File: src/rtl/layer_offset_scheduler.sv
// Per-replica layer offset registers with shadowed writes and an atomic vblank commit.
// Pending positions are applied as-is; every other replica scrolls by its velocity with wrap.
module layer_offset_scheduler #(
  parameter int unsigned HWIDTH   = 12,
  parameter int unsigned VWIDTH   = 12,
  parameter int unsigned HSIZE    = 640,
  parameter int unsigned VSIZE    = 480,
  parameter int unsigned REPLICAS = 1,
  parameter int unsigned IDXW     = 4,
  parameter int unsigned VELW     = 8
) (
  input  logic              clk,
  input  logic              rst,
  input  logic [HWIDTH-1:0] hdata,
  input  logic [VWIDTH-1:0] vdata,
  input  logic              wr_valid,
  output logic              wr_ready,
  input  logic [IDXW-1:0]   wr_idx,
  input  logic              wr_sel,
  input  logic [HWIDTH-1:0] wr_h,
  input  logic [VWIDTH-1:0] wr_v,
  output logic [HWIDTH-1:0] hoffset [REPLICAS],
  output logic [VWIDTH-1:0] voffset [REPLICAS],
  output logic              frame_done
);

  localparam int unsigned SW = ((HWIDTH > VWIDTH) ? HWIDTH : VWIDTH) + 2;
  localparam int unsigned CW = (REPLICAS > 1) ? $clog2(REPLICAS) : 1;
  localparam logic signed [SW-1:0] HSZ = SW'(HSIZE);
  localparam logic signed [SW-1:0] VSZ = SW'(VSIZE);

  typedef enum logic [1:0] {ACCEPT, COMMIT, DONE} state_t;

  state_t                 state;
  logic [CW-1:0]          cnt;
  logic [HWIDTH-1:0]      shadow_h [REPLICAS];
  logic [VWIDTH-1:0]      shadow_v [REPLICAS];
  logic signed [VELW-1:0] vel_h    [REPLICAS];
  logic signed [VELW-1:0] vel_v    [REPLICAS];
  logic [REPLICAS-1:0]    pending;
  logic                   trig_q;
  logic                   trig_c;
  logic                   rise_c;

  // Commit fires once on entry to the first line of vertical blank.
  assign trig_c = (hdata == '0) && (vdata == VWIDTH'(VSIZE));
  assign rise_c = trig_c & ~trig_q;

  // Single-wrap modulo: velocity magnitude is below the wrap size.
  function automatic logic signed [SW-1:0] wrap(input logic signed [SW-1:0] s,
                                                 input logic signed [SW-1:0] size);
    logic signed [SW-1:0] r;
    r = s;
    if (s[SW-1])        r = s + size;
    else if (s >= size) r = s - size;
    return r;
  endfunction

  always_ff @(posedge clk) begin
    if (rst) begin
      state      <= ACCEPT;
      cnt        <= '0;
      wr_ready   <= 1'b1;
      frame_done <= 1'b0;
      trig_q     <= 1'b0;
      pending    <= '0;
      for (int i = 0; i < int'(REPLICAS); i++) begin
        hoffset[i]  <= '0;
        voffset[i]  <= '0;
        shadow_h[i] <= '0;
        shadow_v[i] <= '0;
        vel_h[i]    <= '0;
        vel_v[i]    <= '0;
      end
    end else begin
      trig_q     <= trig_c;
      frame_done <= 1'b0;
      case (state)
        ACCEPT: begin
          if (wr_valid && wr_ready) begin
            for (int i = 0; i < int'(REPLICAS); i++) begin
              if (32'(wr_idx) == 32'(i)) begin
                if (wr_sel) begin
                  vel_h[i] <= $signed(wr_h[VELW-1:0]);
                  vel_v[i] <= $signed(wr_v[VELW-1:0]);
                end else begin
                  shadow_h[i] <= (32'(wr_h) >= HSIZE) ? HWIDTH'(HSIZE - 1) : wr_h;
                  shadow_v[i] <= (32'(wr_v) >= VSIZE) ? VWIDTH'(VSIZE - 1) : wr_v;
                  pending[i]  <= 1'b1;
                end
              end
            end
          end
          if (rise_c) begin
            state    <= COMMIT;
            cnt      <= '0;
            wr_ready <= 1'b0;
          end
        end
        COMMIT: begin
          for (int i = 0; i < int'(REPLICAS); i++) begin
            if (32'(cnt) == 32'(i)) begin
              if (pending[i]) begin
                hoffset[i] <= shadow_h[i];
                voffset[i] <= shadow_v[i];
                pending[i] <= 1'b0;
              end else begin
                hoffset[i] <= HWIDTH'(wrap($signed(SW'(hoffset[i])) + SW'(vel_h[i]), HSZ));
                voffset[i] <= VWIDTH'(wrap($signed(SW'(voffset[i])) + SW'(vel_v[i]), VSZ));
              end
            end
          end
          if (32'(cnt) == REPLICAS - 1) begin
            state      <= DONE;
            cnt        <= '0;
            frame_done <= 1'b1;
          end else begin
            cnt <= cnt + CW'(1);
          end
        end
        DONE: begin
          state    <= ACCEPT;
          wr_ready <= 1'b1;
        end
        default: begin
          state    <= ACCEPT;
          wr_ready <= 1'b1;
        end
      endcase
    end
  end

endmodule

File: config.mk
export PLATFORM = sky130hd
export DESIGN_NAME = layer_offset_scheduler
export DESIGN_NICKNAME = d
export VERILOG_FILES = /design/src/rtl/layer_offset_scheduler.sv
export SDC_FILE = /design/constraint.sdc
export NUM_CORES = 1
export LEC_CHECK = 0
export CAP_MARGIN = 20
export CORE_MARGIN = 5
export CORE_UTILIZATION = 43
export CTS_CLUSTER_DIAMETER = 30
export DETAILED_ROUTE_END_ITERATION = 10
export GPL_TIMING_DRIVEN = 0
export PLACE_DENSITY = 0.7
export SYNTH_ARGS = -nofsm -noshare
export SYNTH_HDL_FRONTEND = slang
export SYNTH_SLANG_ARGS = --single-unit
File: constraint.sdc
create_clock -name clk -period 3.3 [get_ports clk]
set_input_delay 0.66 -clock clk [delete_from_list [all_inputs] [get_ports clk]]
set_output_delay 0.66 -clock clk [all_outputs]
set_load 0.03 [all_outputs]
Yosys cells after proc, flatten, opt, wreduce, memory -nomap -nowiden:

Memory sizes are Yosys's and may differ from the RTL's.
Cells that the tools add are included.

* $add $sub $neg: 7
* $lt $le $gt $ge: 4
* equal/unequal tests: 7
* muxes and demuxes: 43
* bitwise logic cells: 4
* reductions and logical operators: 16

Operators by type and width (count)
* $mux 12: 10
* $add 13x8->14: 2
* $mux 1: 25
* $reduce_or 12->1: 2
* $mux 8: 2
* $reduce_or 8->1: 2
* $ge 14x10->1 const B: 1
* $ge 14x11->1 const B: 1
* $add 12x10->12 const B: 1
* $add 12x11->12 const B: 1
* $eq 12x9->1 const B: 1
* $ge 12x10->1 const B: 1
* $ge 12x9->1 const B: 1
* $logic_not 12->1: 1
* $sub 12x10->12 const B: 1
* $sub 12x11->12 const B: 1
* $ne 2x2->1 const B: 5
* $reduce_and 2->1: 4
* $pmux 1 s2: 3
* $reduce_and 5->1: 1
* $logic_not 4->1: 1
* $mux 2: 2
* $pmux 2 s2: 1
* $not 1->1: 3
* 7 further kinds: 8

* flip-flop bits (word level): 31
* RAM bits: 40
* logic and storage cells: 93
* memories: 4

Memories
* shadow_h: depth 1, width 12, rd ports 1, clocked after Yosys merged registers in 0, write ports 1, line 36 `logic [HWIDTH-1:0] shadow_h [REPLICAS];`
* shadow_v: depth 1, width 12, rd ports 1, clocked after Yosys merged registers in 0, write ports 1, line 37 `logic [VWIDTH-1:0] shadow_v [REPLICAS];`
* vel_h: depth 1, width 8, rd ports 1, clocked after Yosys merged registers in 0, write ports 1, line 38 `logic signed [VELW-1:0] vel_h [REPLICAS];`
* vel_v: depth 1, width 8, rd ports 1, clocked after Yosys merged registers in 0, write ports 1, line 39 `logic signed [VELW-1:0] vel_v [REPLICAS];`

Longest topological paths before layout:

* word-level depth: 8
* gate-level depth with buffers: 14
* mapped depth without buffers: 14

Worst setup path before layout:

Ideal clock, no wire load.

* path kind: input -> register
* from: in wr_idx[0]
* to: mem shadow_h[0][0] (enable)
* setup time: 0.410 ns
* arrival: 2.904 ns
* slack: -0.014 ns
* cell stages on the path: 4
* buffers on the path: 0
* cells stage by stage: or4b_2 nor3b_1 nand2_1 o21bai_1

* longest elaborated chain between the ends: 8

RTL lines
* start: declaration: line 18 `input logic [IDXW-1:0] wr_idx,`
* $logic_not 4->1 *: line 82 `if (32'(wr_idx) == 32'(i)) begin`
* $mux 1 *: line 82
* $mux 1 *: line 80 `if (wr_valid && wr_ready) begin`
* $mux 1 *: line 78 `case (state)`
* $mux 1 *: line 60 `if (rst) begin`
* $mux 1 *: line 87 `shadow_h[i] <= (32'(wr_h) >= HSIZE) ? HWIDTH'(HSIZE - 1) : wr_h;`
* $reduce_or 12->1 (no source line)
* $mux 1 (no source line) *
* end: declaration: line 36

Mark *: on every way between the ends. The rest lies on a longest branch, timed or not.

Final worst setup path:

* from: mem vel_v[0][7]
* to: reg voffset[8] in the netlist's numbering

* longest elaborated chain between the ends: 6

RTL lines
* start: declaration: line 39
* $mem_v2 1x8 *
* $add 13x8->14 *: line 109 `voffset[i] <= VWIDTH'(wrap($signed(SW'(voffset[i])) + SW'(vel_v[i]), VSZ));`
* $sub 12x10->12 / $ge 14x10->1 (equally long branches): line 55 `else if (s >= size) r = s - size;`
* $mux 12: line 55
* $mux 12 *: line 54 `if (s[SW-1]) r = s + size;`
* $mux 12 *: line 103 `if (pending[i]) begin`
* end signal: indexed assignment: line 105 `voffset[i] <= shadow_v[i];`
* end signal: indexed assignment: line 109
* end: declaration: line 23 `output logic [VWIDTH-1:0] voffset [REPLICAS],`

Marks and branches as above.
A chain may end at the register's enable or synchronous reset.

==> results by group <==
Status
  • Status: finished, final reports clean

Setup path
  • Startpoint Class: flop
  • Critical-path cell list: buf_4 > ha_1 > buf_2 > and4_1 > and3_1 > a2111oi_2 > nor3_1 > or4_1 > and3_1 > o31ai_2
  • Crit path top cell by count: and3_1
  • Worst EP required: 3560 ps
  • CP arrival: 3410 ps
  • Crit-path max FO: 9
  • Slowest stage delay, CP: 530 ps
  • CP max stage cell: or4_1
  • Setup CP Type: flop to flop
  • Buf/Inv on CP: 2
  • CP delay by family, top: simple AND/OR/NAND/NOR gates
  • FF-to-FF setup slack: 150 ps
  • Element type at the critical path end: flop

Clock network
  • Clk sinks: 70
  • Clk_lat worst skew: between 300 and 400 ps
  • CTS tree: done
  • Hold buffer count at CTS: 0
  • Root Buffer: clkbuf_8
  • Reg clk slew, reported paths: 80 ps
  • Maximum clock path buffer count: 2
  • Htree depth: 3
  • Num CTS Buffers: 9

Run
  • Max-Cap Viols: 0

Global routing
  • First-pass GRT wire length: 20000 um
  • Initial antenna violation count: 0
  • Vias in the first global route: 4181
  • Largest net degree at the start of global routing: 18
  • All-Layer GR Usage: 0.187
  • Grt ovf: 0

Timing
  • Hold Fails Final Rpt: 0
  • Final clock period utilization by the worst path: 0.954
  • Fmax achieved: roughly 320 MHz
  • Setup ws final: 151 ps
  • Tightest Pin Transition: 894 ps
  • Final setup fails: 0
  • Layout Skew: between 9 and 10 ps
  • Slew HR: 0.404
  • RSZ-0062 raised after global routing: yes
  • Fin crit period: between 3000 and 4000 ps
  • Pins Over Slew Limit: 0

Floorplanning
  • Width of the die: between 100 and 150 um
  • Initial Utilization: 0.439
  • Cell row count: 38
  • Full die area: 13300 um^2
  • Core area: 10800 um^2
  • I/O Pins: 82
  • Die Span Y: 115 um

Power
  • Clock power frac: 0.395
  • Static Leak: around 2.3 nW
  • Internal power: 0.00149 W
  • Sw Ratio: 0.239
  • Power Dens Cells: 322 nW/um^2
  • IR drop worst, VDD: around 0.00023 V
  • Switching power: 0.000466 W
  • Combinational Power Share: 0.119
  • Reg power frac: 0.486

Logic synthesis
  • Compound-Gate Fraction of Synth Area: 0.247
  • Yosys cell types: 78
  • Synth Cell Area: 4760 um^2
  • Synth Flop Type: edfxtp_1
  • Synth Warn #: 0
  • Post-Synth Simple-Gate Area: 0.192
  • Post-synthesis sequential area ratio: 0.378
  • Top post-synthesis cells by area: edfxtp_1, dfxtp_1, ha_1
  • Average size of a mapped cell: approximately 9.4 um^2
  • XOR/XNOR share of the synthesized area: 0.0460
  • Ys async rst share: 0
  • Synthesized instance count: 505
  • Mux contribution to synthesized area: 0.0129
  • EDFF count, synth: 40
  • Leading area contributor after synthesis: edfxtp_1
  • Main combinational cell family by area after synthesis: compound AO/OA/AOI/OAI gates
  • Post-Synth Adder-Cell Area: 0.0873
  • Synth top area share: 0.252
  • Synthesized flop and latch total: 70

Drt
  • DRC violations left: 0
  • Average wire per standard cell: 16.1 um
  • Final wirelength: roughly 12000 um
  • DR pass1 iterations: 4
  • Vias per cell: between 5 and 6
  • Post-route ant nets: 0
  • Initial drt markers: 167
  • Vias: 4215

Finish
  • Share of cells above drive strength 1: 0.0820
  • Final #Nets: 693
  • Area growth syn-to-layout: 27.5%
  • Non-Filler Instances: 750
  • Fillers: 979
  • Diodes inserted: 0

Hold path
  • HP Class: flop to flop

Place
  • Final GP Congestion: 0.874
  • Place WS: -291 ps
  • DP HPWL: 9390 um
  • Port buffer count: 80
  • Post-Place Cells: 730
state kept, by name (all words and copies together), names as in the netlist:
| register | flops |
|---|---|
| frame_done | 1 |
| hoffset | 12 |
| state | 2 |
| shadow_v | 12 |
| vel_h | 8 |
| wr_ready | 1 |
| shadow_h | 12 |
| trig_q | 1 |
| voffset | 12 |
| pending | 1 |
| vel_v | 8 |
power by group through the flow:
stage / Sequential [W] / Combinational [W] / Clock [W]
final: 0.000948 / 0.000232 / 0.000771
after global routing: 0.000950 / 0.000255 / 0.000826
after CTS: 0.000950 / 0.000225 / 0.000787
after detailed placement: 0.000971 / 0.000223 / 0
after global placement: 0.000970 / 0.000215 / 0
after floorplan: 0.000967 / 0.000121 / 0
kinds of logic after synthesis:
family                   count (synthesis)
XOR/XNOR                                22
adder cells (fa/ha/maj)                 32
AND/OR/NAND/NOR                        165
multiplexers                             6
AO/OA/AOI/OAI                          165
flip-flops                              70
buffers and inverters                   44
other                                    1
cell type report:
| cell class | instances | area (um^2) | area share |
|---|---|---|---|
| timing repair buffer | 85 | 858 | 0.141 |
| clock inverter | 7 | 97.6 | 0.0161 |
| sequential | 70 | 1800 | 0.297 |
| tap | 140 | 175 | 0.0289 |
| clock buffer | 9 | 124 | 0.0204 |
| buffer | 19 | 77.6 | 0.0128 |
| multi-input combinational | 395 | 2840 | 0.468 |
| inverter | 25 | 93.8 | 0.0155 |
worst reg2reg max path, delay by kind of cell, from the launching register on:
kind,cells,cell delay [ps]
and+or+nand+nor,5,1370
adders and majority gates,1,260
DFF,1,490
buffers and inverters,2,350
AOI/OAI and AO/OA,2,600
path summary, 6_finish.rpt:
| check | to | from | cells past startpoint |
|---|---|---|---|
| max | voffset[8]$_SDFFE_PP0N_ | vel_v[0][7]$_SDFFCE_PN0P_ | 10 |
| min | hoffset[9]$_SDFFE_PP0N_ | shadow_h[0][9]$_SDFFCE_PN0P_ | 2 |
| max reg2reg | voffset[8]$_SDFFE_PP0N_ | vel_v[0][7]$_SDFFCE_PN0P_ | 10 |
| min reg2reg | hoffset[9]$_SDFFE_PP0N_ | shadow_h[0][9]$_SDFFCE_PN0P_ | 2 |
per-stage QoR:
| step | TNS (ps) | utilization | power (W) | area, um^2 | hold slack (ps) |
|---|---|---|---|---|---|
| after floorplan | 0 | - | 0.00109 | 4780 | 441 |
| after global placement | -11490 | 0.531 | 0.00119 | 5760 | 456 |
| after detailed placement | -3000 | 0.533 | 0.00119 | 5780 | 458 |
| after CTS | 0 | 0.554 | 0.00196 | 6000 | 472 |
| after global routing | -61.6 | 0.560 | 0.00203 | 6070 | 492 |
| final | 0 | 0.560 | 0.00195 | 6070 | 472 |
cell usage in the layout (no fill, tap or decap), types with 19 or more instances in the layout:
| cell | instances |
|---|---|
| o21ai_0 | 29 |
| dfxtp_1 | 30 |
| nand2_1 | 30 |
| a21oi_1 | 35 |
| edfxtp_1 | 40 |
| inv_1 | 24 |
| and2_1 | 19 |
| ha_1 | 30 |
| nor2_1 | 32 |
| clkdlybuf4s50_1 | 80 |
cell usage after synthesis, types with 5 or more instances:
cell type,n
nor2b_1,8
nand4_1,6
xnor2_1,14
or3_1,6
o21a_1,17
clkbuf_1,16
a21oi_1,36
o21ai_1,7
nand3_1,9
ha_1,30
mux2i_1,5
nor3_1,17
xor2_1,6
nor2_1,32
a21o_1,5
nand2_1,30
and2_1,19
and3_1,7
o21ai_0,29
nand2b_1,8
edfxtp_1,40
inv_1,24
dfxtp_1,30
a22oi_1,12
o211ai_1,5
metal layers:
layer | GRT usage | up-vias | share of wire
met3 | 0.0395 | 16 | 0.058
met5 | 0 | - | 0
met1 | 0.237 | 1974 | 0.44
met2 | 0.317 | 120 | 0.48
li1 | - | 2105 | -
met4 | 0.0634 | 0 | 0.020
what timing repair did:
item | in CTS | in global routing
gates resized for setup | 0 | 6
setup buffers | 0 | 4
setup endpoints to repair | 0 | 21
No activity file was read; power rests on OpenSTA's default activity.
